## src/rtl/bus_arbiter.sv

```systemverilog
// Four-requester round-robin bus arbiter with registered one-hot grant and one dead cycle per release.
// Optional forced revocation of long holds is compiled in with BUS_ARBITER_TIMEOUT_EN.
module bus_arbiter #(
  parameter int MAX_HOLD = 16
) (
  input  logic       clock,
  input  logic       reset,
  input  logic [3:0] req,
  input  logic [3:0] done,
  output logic [3:0] grant,
  output logic [1:0] bus_sel,
  output logic       bus_busy,
  output logic       timeout
);

  if (MAX_HOLD < 2 || MAX_HOLD > 255) begin : g_bad_max_hold
    $error("bus_arbiter: MAX_HOLD must be in 2..255");
  end

  typedef enum logic {IDLE, BUSY} state_t;

  state_t     state, state_nxt;
  logic [3:0] grant_nxt;
  logic [1:0] sel_nxt, last_owner, last_nxt, rr_idx;
  logic       rr_found, owner_hold, hold_expired;

  // bus_sel is the owner index whenever the FSM is BUSY
  assign owner_hold = req[bus_sel] & ~done[bus_sel];

`ifdef BUS_ARBITER_TIMEOUT_EN
  logic [7:0] hold_cnt;

  assign hold_expired = (hold_cnt == 8'(MAX_HOLD - 1));

  always_ff @(posedge clock or posedge reset) begin
    if (reset) begin
      hold_cnt <= 8'd0;
      timeout  <= 1'b0;
    end else begin
      timeout  <= (state == BUSY) && owner_hold && hold_expired;
      hold_cnt <= (state == BUSY) ? hold_cnt + 8'd1 : 8'd0;
    end
  end
`else
  assign hold_expired = 1'b0;
  assign timeout      = 1'b0;
`endif

  // Search upward from the slot after the last owner; i = 4 lands back on last_owner itself
  always_comb begin
    rr_found = 1'b0;
    rr_idx   = 2'd0;
    for (int i = 1; i <= 4; i++) begin
      if (!rr_found && req[last_owner + 2'(i)]) begin
        rr_found = 1'b1;
        rr_idx   = last_owner + 2'(i);
      end
    end
  end

  always_comb begin
    state_nxt = state;
    grant_nxt = grant;
    sel_nxt   = bus_sel;
    last_nxt  = last_owner;
    case (state)
      IDLE: begin
        grant_nxt = 4'b0000;
        if (rr_found) begin
          grant_nxt = 4'b0001 << rr_idx;
          sel_nxt   = rr_idx;
          last_nxt  = rr_idx;
          state_nxt = BUSY;
        end
      end
      BUSY: begin
        if (!owner_hold || hold_expired) begin
          grant_nxt = 4'b0000;
          state_nxt = IDLE;
        end
      end
      default: begin
        grant_nxt = 4'b0000;
        state_nxt = IDLE;
      end
    endcase
  end

  always_ff @(posedge clock or posedge reset) begin
    if (reset) begin
      state      <= IDLE;
      grant      <= 4'b0000;
      bus_sel    <= 2'd0;
      bus_busy   <= 1'b0;
      last_owner <= 2'd3;
    end else begin
      state      <= state_nxt;
      grant      <= grant_nxt;
      bus_sel    <= sel_nxt;
      bus_busy   <= |grant_nxt;
      last_owner <= last_nxt;
    end
  end

endmodule
```

## config.mk

```make
export PLATFORM = sky130hd
export DESIGN_NAME = bus_arbiter
export DESIGN_NICKNAME = d
export VERILOG_FILES = /design/src/rtl/bus_arbiter.sv
export SDC_FILE = /design/constraint.sdc
export NUM_CORES = 1
export LEC_CHECK = 0
export ABC_AREA = 1
export CAP_MARGIN = 20
export CORE_MARGIN = 4
export CORE_UTILIZATION = 40
export CTS_BUF_LIST = sky130_fd_sc_hd__clkbuf_16
export DETAILED_ROUTE_END_ITERATION = 10
export PLACE_DENSITY = 0.76
export SYNTH_ARGS = -nofsm -noshare
export SYNTH_HDL_FRONTEND = slang
export SYNTH_SLANG_ARGS = --single-unit
```

## constraint.sdc

```tcl
create_clock -name clock -period 2.06 [get_ports clock]
set_input_delay 0.412 -clock clock [delete_from_list [all_inputs] [get_ports clock]]
set_output_delay 0.412 -clock clock [all_outputs]
set_load 0.02 [all_outputs]
```

==> results of run 1 <==
==> flip-flops by register name, summed over array words and instances, names as in the netlist <==
signal / flops
grant: 4
bus_sel: 2
last_owner: 2
bus_busy: 1
state: 1
==> cells by family after synthesis <==
| logic type | after synthesis |
|---|---|
| buf+inv | 19 |
| other cells | 1 |
| flops | 10 |
| simple gates | 79 |
| compound gates | 10 |
==> placed cells by master, fill, tap and decap left out, drive strengths merged <==
cell type	synthesis	routed
conb	1	1
o21ai	7	7
buf	3	3
dfstp	2	2
clkinv	0	1
clkdlybuf4s50	0	16
nand4	3	3
nand2	52	52
nand3	16	16
nand3b	1	1
nor2	7	7
a32o	1	1
dfrtp	8	8
a21oi	2	2
clkbuf	0	3
inv	16	16
==> through the flow <==
stage | TNS [ns] | power (mW)
after floorplan | 0 | 1.37
after global placement | 0 | 1.59
after detailed placement | 0 | 1.62
after CTS | 0 | 1.99
after global routing | -0.00941 | 2.22
final | 0 | 2.03
==> worst max-delay path, stage by stage (launching register included) <==
cell	delay [ns]
dfstp_2	0.62
inv_6	0.09
nand2_1	0.07
nand2_1	0.10
nand2_4	0.11
nand2_4	0.07
nor2_4	0.15
nand4_1	0.12
nand2_2	0.13
nor2_1	0.05
nand2_1	0.07
nand2_2	0.06
nor2_2	0.09
nand2_1	0.05
==> routing by layer <==
| metal | wire [microns] | vias up | global-route usage [%] |
|---|---|---|---|
| li1 | - | 415 | - |
| met5 | 0 | - | 0 |
| met3 | 123 | 4 | 4.79 |
| met1 | 888 | 370 | 19.7 |
| met4 | 21 | 0 | 3.83 |
| met2 | 906 | 27 | 26.0 |
==> final cells by class <==
cell class | count | area (sq um)
clock buffer | 3 | 75.1
clock inverter | 1 | 3.75
fill | 173 | 753
inverter | 16 | 65.1
multi-input combinational | 90 | 457
sequential | 10 | 253
tap | 25 | 31.3
timing repair buffer | 19 | 183
==> how the worst min path moves through the flow <==
stage | slack, ns | startpoint | to | depth (start not counted)
2_1_floorplan | 0.25 | reset | bus_busy | 1
3_3_place_gp | 0.52 | grant[2] | grant[2] | 2
3_5_place_dp | 0.53 | grant[2] | grant[2] | 2
4_1_cts | 0.45 | reset | grant[1] | 2
5_1_grt | 0.48 | reset | grant[1] | 2
6_report | 0.44 | reset | grant[1] | 2
==> power by group <==
part	internal (mW)	switching [mW]
logic	0.475	0.821
registers	0.304	0.0919
clock network	0.254	0.0878
total	1.03	1.00
==> timing repair <==
| action | 4_1_cts | 5_1_grt |
|---|---|---|
| hold buffers | 0 | 0 |
| buffers inserted | 0 | 3 |
| setup endpoints to repair | 0 | 1 |
| gates resized for setup | 0 | 1 |
==> reports/metrics.cfg, run 1 <==
[final_layout]
num_antenna_cells = 0
synthToLayoutAreaGrowth_pct = 32.5
nets = 150
fin_util_pct = 58.6
final_area_sq_um = 1070
drive_gt1_share_pct = 21.6
stdcell_count = 164

[timing]
fin_crit_sh_pct = 91.5
finalSetupViolCount = 0
max_freq_ghz = 0.531
final_hold_viol_count = 0
holdWs_ns = 0.444
fin_ws_ns = 0.175
fin_crit_ns = 1.88
fin_skew_ns = 0.00581
final_max_slew_viol_count = 0

[logic_synthesis]
synth_edf_count = 0
synth_compound_area_share_pct = 6.83
yosysMostFrequentCell = nand2_1
synthMuxAreaShare_pct = 0
ys_seq_area_share_pct = 31.4
synth.cell_area_sq_um = 806
synthFlopType = dfrtp_1
synth_xor_area_share_pct = 0
yosysTopAreaCell = dfrtp_1
synthTopCellsByCount = nand2_1 (38), nand3_1 (15), inv_1 (13)
ys_async_sr_fraction_pct = 100
synth_top_family_by_area = simple AND/OR/NAND/NOR gates
yosysWarnings = 0
syn_inst = 119
synth-seq-cells = 10
yosys-top-cells-area = dfrtp_1 (25%), nand2_1 (18%), nand3_1 (9.3%), nand2_2 (8.5%), dfstp_2 (6.5%)
synthAdderAreaFrac_pct = 0
syn_nets = 129
synthSimpleGateAreaFrac_pct = 49.1
synth_top_area_share_pct = 24.8
synth_cell_types = 22
synth_area_per_cell_sq_um = 6.77

[clock_network]
cts_tree = done
cts.sinks = 10
h-tree-depth = 1
clk_latency_ns = 0.24
cts_buffers = 3
clockBufferDepth = 2
clockRootBuffer = clkbuf_16
path_clk_slew_ns = 0.04

[placement]
hpwl_microns = 1410
dp.cells = 157
dpl-instance-area_sq_um = 963
pre_cts_slack_ns = 0.00326
portBuffers = 16
routabilityCongestion = 0.880

[critical_path]
rrSetupSlack_ns = 0.18
startpoint_type = flop
reg2reg_depth = 13
critical_path_class = flop to flop
cp.arrival_ns = 2.01
r2r-start = last_owner[0]
cp-end-kind = flop
cp.required_ns = 2.19
worstReg2RegEnd = bus_busy
crit_start = last_owner[0]
endpoint = bus_busy
cp_max_fo = 14

[status]
status = complete, no violations

[global_route]
grt_pass1_wl_microns = 3330
grt_usage_pct = 15.7
grt_max_degree = 15
grt_pass1_vias = 806
antenna_found_initial = 0
overflow = 0

[route]
drt-initial-drc-count = 30
wl_per_cell_microns = 11.8
postRouteAntennaNets = 0
routed_via_density = 4.98
drc = 0
wl_microns = 1940
firstDrtPassIters = 4
vias = 816

[hold_path]
hp-class = primary input to asynchronous set/reset pin

[flow_run]
max_cap_viol_count = 0

[die]
ios = 18
row_count = 15
die_x_microns = 52.9
die_h_microns = 52.9
core_area_sq_um = 1820
start_util_pct = 44.3
dieArea_sq_um = 2800

[power_and_ir_drop]
vdd_drop_max_mv = 1.08
power.density_nw_per_um2 = 1910
leakagePower_nw = 0.550

No activity file was read; power rests on OpenSTA's default activity.
==> run 2: changes to the inputs <==
--- a/config.mk
+++ b/config.mk
@@ -7,9 +7,8 @@
 export LEC_CHECK = 0
 export ABC_AREA = 1
 export CAP_MARGIN = 20
-export CORE_MARGIN = 4
 export CORE_UTILIZATION = 40
-export CTS_BUF_LIST = sky130_fd_sc_hd__clkbuf_16
+export CTS_BUF_LIST = sky130_fd_sc_hd__clkbuf_4 sky130_fd_sc_hd__clkbuf_8 sky130_fd_sc_hd__clkbuf_16
 export DETAILED_ROUTE_END_ITERATION = 10
 export PLACE_DENSITY = 0.76
 export SYNTH_ARGS = -nofsm -noshare
==> run 2 against run 1 <==
  * Via count down 0.74%
  * Sequential share of layout area grew 0.86 points
  * Final cell count rose by 0.61%
  * Combinational power hardly changed
  * Critical path type unchanged
  * Largest cell class unchanged
  * Largest power group unchanged
==> reports/metrics.cfg, run 2 (synthesis results as in run 1) <==
[status]
status = complete, no violations

[flow_run]
max_cap_viol_count = 0

[die]
die_h_microns = 46.9
ios = 18
row_count = 15
die_x_microns = 46.9
core_area_sq_um = 1800
dieArea_sq_um = 2200
start_util_pct = 44.7

[clock_network]
cts_buffers = 3
clockRootBuffer = clkbuf_4
cts_resized = 0
cts_tree = done
h-tree-depth = 1
post-cts-setup-buffers = 0
clk_latency_ns = 0.27
path_clk_slew_ns = 0.07
clockBufferDepth = 2
cts.sinks = 10
hold_buffers = 0

[final_layout]
top_register = grant
largest_reg_flops = 4
drive_gt1_share_pct = 22.1
synthToLayoutAreaGrowth_pct = 27.8
num_antenna_cells = 0
nets = 151
stdcell_count = 165
mostFrequentLayoutCell = nand2_1
final_cell_mix = nand2_1 (38), clkdlybuf4s50_1 (16), nand3_1 (15), inv_1 (13), nand2_2 (11)
largestRegisters = grant x4, bus_sel x2, last_owner x2

[timing]
final_max_slew_viol_count = 0
final_hold_viol_count = 0
fin_crit_ns = 1.91
finalSetupTns_ns = 0
max_freq_ghz = 0.525
fin_skew_ns = 0.00309
finalSetupViolCount = 0
fin_crit_sh_pct = 92.5
holdWs_ns = 0.406
grt_setup_unrepaired = no

[global_route]
grt_pass1_wl_microns = 3070
grt_pass1_vias = 713
overflow = 0
antenna_found_initial = 0
grt_max_degree = 15
grt_usage_pct = 19.1

[power_and_ir_drop]
vdd_drop_max_mv = 0.984
power.density_nw_per_um2 = 1820
leakagePower_nw = 0.537

[critical_path]
cp_max_fo = 14
cp.arrival_ns = 2.06
crit_start = last_owner[0]
critical_path_class = flop to flop
cp.required_ns = 2.22
rrSetupSlack_ns = 0.15
endpoint = bus_busy
reg2reg_depth = 13
startpoint_type = flop
cp-end-kind = flop
worstReg2RegEnd = bus_busy
r2r-start = last_owner[0]

[route]
drc = 0
drt-initial-drc-count = 36
wl_met1_microns = 892
firstDrtPassIters = 4
wl_per_cell_microns = 10.9
highest_layer = met4
routed_via_density = 4.91
met3_length_microns = 29
postRouteAntennaNets = 0
wl_microns = 1800
vias = 810
wl_met2_microns = 849

[placement]
dp.cells = 157
routabilityCongestion = 0.829
portBuffers = 16
hpwl_microns = 1300

[hold_path]
hp-class = primary input to asynchronous set/reset pin

run 2: stage by stage:
step	total power [mW]	setup slack (ns)	instance area, sq um	utilization (%)
3_5_place_dp	1.61	0.00265	963	53.5
4_1_cts	1.80	0.0892	1000	55.5
5_1_grt	2.05	0.000276	1030	57.2
3_3_place_gp	1.58	0.0367	963	53.5
2_1_floorplan	1.37	0.392	806	-
6_report	1.87	0.155	1030	57.2
run 2: area by class of cell:
class	count	area, sq um
Sequential cell	10	253
Tap cell	25	31.3
Fill cell	168	772
Timing Repair Buffer	20	190
Inverter	16	65.1
Multi-Input combinational cell	90	454
Clock buffer	4	36.3
run 2: critical path: stages, from the launching register on:
cell and delay [ns]:
dfstp_2 0.61, inv_6 0.08, nand2_1 0.07, nand2_1 0.11, nand2_4 0.12, nand2_4 0.07
nor2_4 0.12, nand4_1 0.12, nand2_2 0.13, nor2_1 0.05, nand2_1 0.07, nand2_2 0.07
nor2_2 0.11, nand2_1 0.06
run 2: per-layer routing:
layer / vias to the layer above / global-route usage, %
li1: 416 / -
met5: - / 0
met3: 5 / 1.15
met2: 14 / 31.7
met4: 0 / 6.86
met1: 375 / 26.3
run 2: worst min-delay path by stage:
stage | end | slack (ns)
after floorplan | bus_busy | 0.25
final | bus_sel[0] | 0.41
after global routing | bus_sel[1] | 0.45
after detailed placement | grant[2] | 0.51
after global placement | grant[2] | 0.51
after CTS | bus_sel[1] | 0.42
run 2: where the power goes:
group | internal [mW] | total [mW] | switching, mW
clock network | 0.107 | 0.181 | 0.0733
logic | 0.485 | 1.30 | 0.818
registers | 0.303 | 0.387 | 0.0843
total | 0.896 | 1.87 | 0.975
==> run 3: changes to the inputs <==
--- a/config.mk
+++ b/config.mk
@@ -6,10 +6,10 @@
 export NUM_CORES = 1
 export LEC_CHECK = 0
 export ABC_AREA = 1
-export CAP_MARGIN = 20
 export CORE_UTILIZATION = 40
 export CTS_BUF_LIST = sky130_fd_sc_hd__clkbuf_4 sky130_fd_sc_hd__clkbuf_8 sky130_fd_sc_hd__clkbuf_16
 export DETAILED_ROUTE_END_ITERATION = 10
+export MAX_ROUTING_LAYER = met4
 export PLACE_DENSITY = 0.76
 export SYNTH_ARGS = -nofsm -noshare
 export SYNTH_HDL_FRONTEND = slang
==> constraint.sdc (replaced) <==
create_clock -name clock -period 2.06 [get_ports clock]
set_input_delay 0.412 -clock clock [delete_from_list [all_inputs] [get_ports clock]]
set_output_delay 0.412 -clock clock [all_outputs]
set_load 0.01 [all_outputs]
==> run 3 against run 2 <==
  * Flip-flop and latch count did not move
  * Maximum frequency barely moved
  * Worst hold slack improved by 0.0024 ns
  * Register-to-register slack barely moved
  * First-iteration DRC count did not move
  * Critical path type unchanged
  * Largest cell class unchanged
  * Highest routed layer unchanged
==> reports/metrics.cfg, run 3 (synthesis results as in run 1) <==
[placement]
dpl-instance-area_sq_um = 963
routabilityCongestion = 0.841
hpwl_microns = 1300
portBuffers = 16

[clock_network]
clk_latency_ns = 0.27
cts_buffers = 3
clockBufferDepth = 2
cts_tree = done
path_clk_slew_ns = 0.07
clockRootBuffer = clkbuf_4
cts.sinks = 10
hold_buffers = 0
h-tree-depth = 1

[global_route]
grt_pass1_wl_microns = 3070
antenna_found_initial = 0
overflow = 0
grt_max_degree = 15
grt_usage_pct = 19.7
grt_pass1_vias = 712

[final_layout]
final_cell_mix = nand2_1 (38), clkdlybuf4s50_1 (16), nand3_1 (15), inv_1 (13), nand2_2 (11)
largest_reg_flops = 4
final_area_sq_um = 1030
largestRegisters = grant x4, bus_sel x2, last_owner x2
fill_cells = 168
num_antenna_cells = 0
synthToLayoutAreaGrowth_pct = 27.8
drive_gt1_share_pct = 22.1
top_register = grant
mostFrequentLayoutCell = nand2_1
nets = 151

[timing]
finalSetupTns_ns = 0
fin_crit_sh_pct = 92.5
fin_crit_ns = 1.91
grt_setup_unrepaired = no
holdWs_ns = 0.409
final_hold_viol_count = 0
finalSetupViolCount = 0
fin_skew_ns = 0.00309
max_freq_ghz = 0.525
final_max_slew_viol_count = 0

[hold_path]
hp-class = primary input to asynchronous set/reset pin

[power_and_ir_drop]
vdd_drop_max_mv = 0.951
p_total_mw = 1.83
power.density_nw_per_um2 = 1780
leakagePower_nw = 0.537

[die]
row_count = 15
start_util_pct = 44.7
die_h_microns = 46.9
dieArea_sq_um = 2200
ios = 18
core_area_sq_um = 1800
die_x_microns = 46.9

[route]
drt-initial-drc-count = 36
vias = 810
wl_per_cell_microns = 10.9
postRouteAntennaNets = 0
firstDrtPassIters = 4
routed_via_density = 4.91
drc = 0
wl_microns = 1790

[critical_path]
slowest_stage = dfstp_2
startpoint_type = flop
cp.arrival_ns = 2.06
crit_chain = inv_6 -> nand2_1 -> nand2_1 -> nand2_4 -> nand2_4 -> nor2_4 -> nand4_1 -> nand2_2 -> nor2_1 -> nand2_1 -> nand2_2 -> nor2_2 -> nand2_1
cp.required_ns = 2.22
crit_path_max_incr_delay_ns = 0.61
cp-end-kind = flop
critical_path_class = flop to flop
crit_top_cell = nand2_1
cp_max_fo = 14

[status]
status = complete, no violations

[flow_run]
max_cap_viol_count = 0

run 3: cell counts in the layout (fill, tap and decap cells not counted):
No cell type changed its count.
run 3: area by class of cell:
type | count | area [sq um] | share of cell area (%)
repair buffers | 20 | 190 | 18.5
multi-input cells | 90 | 454 | 44.1
clock buffers | 4 | 36.3 | 3.52
inverters | 16 | 65.1 | 6.32
flip-flops and latches | 10 | 253 | 24.5
well taps | 25 | 31.3 | 3.04
run 3: power breakdown:
part	total, mW	leakage [nW]	switching, mW	internal [mW]
clock network	0.180	0.0210	0.0722	0.107
registers	0.387	0.123	0.0843	0.303
logic	1.27	0.393	0.781	0.485
run 3: path summary, 6_finish.rpt:
path / from / end / slack, ns / depth (start not counted)
max: last_owner[0] / bus_busy / 0.15 / 13
min reg2reg: grant[2] / grant[2] / 0.52 / 2
max reg2reg: last_owner[0] / bus_busy / 0.15 / 13
min: reset / bus_sel[0] / 0.41 / 2
max in group asynchronous: reset / last_owner[0] / 1.35 / 2
min in group clock: grant[2] / grant[2] / 0.52 / 2
run 3: what timing repair did:
item,4_1_cts,5_1_grt
resized for setup,0,0
buffers inserted,0,4
setup endpoints to repair,0,1
run 3: per-stage QoR:
step,utilization (%),setup WS (ns),instances
2_1_floorplan,-,0.393,119
3_3_place_gp,53.5,0.0367,157
3_5_place_dp,53.5,0.00265,157
4_1_cts,55.5,0.0892,161
5_1_grt,57.2,0.000276,165
6_report,57.2,0.155,165
run 3: critical path, delay by kind of cell (launching register included):
family	cells	cell delay [ns]
DFF	1	0.61
and+or+nand+nor	12	1.10
buffers and inverters	1	0.08
run 3: layer usage:
layer	global-route usage, %	vias up	share of wire (%)
met1	26.3	375	50
li1	-	416	-
met5	-	-	0
met3	1.15	5	1.5
met2	31.7	14	47
met4	6.86	0	1.4
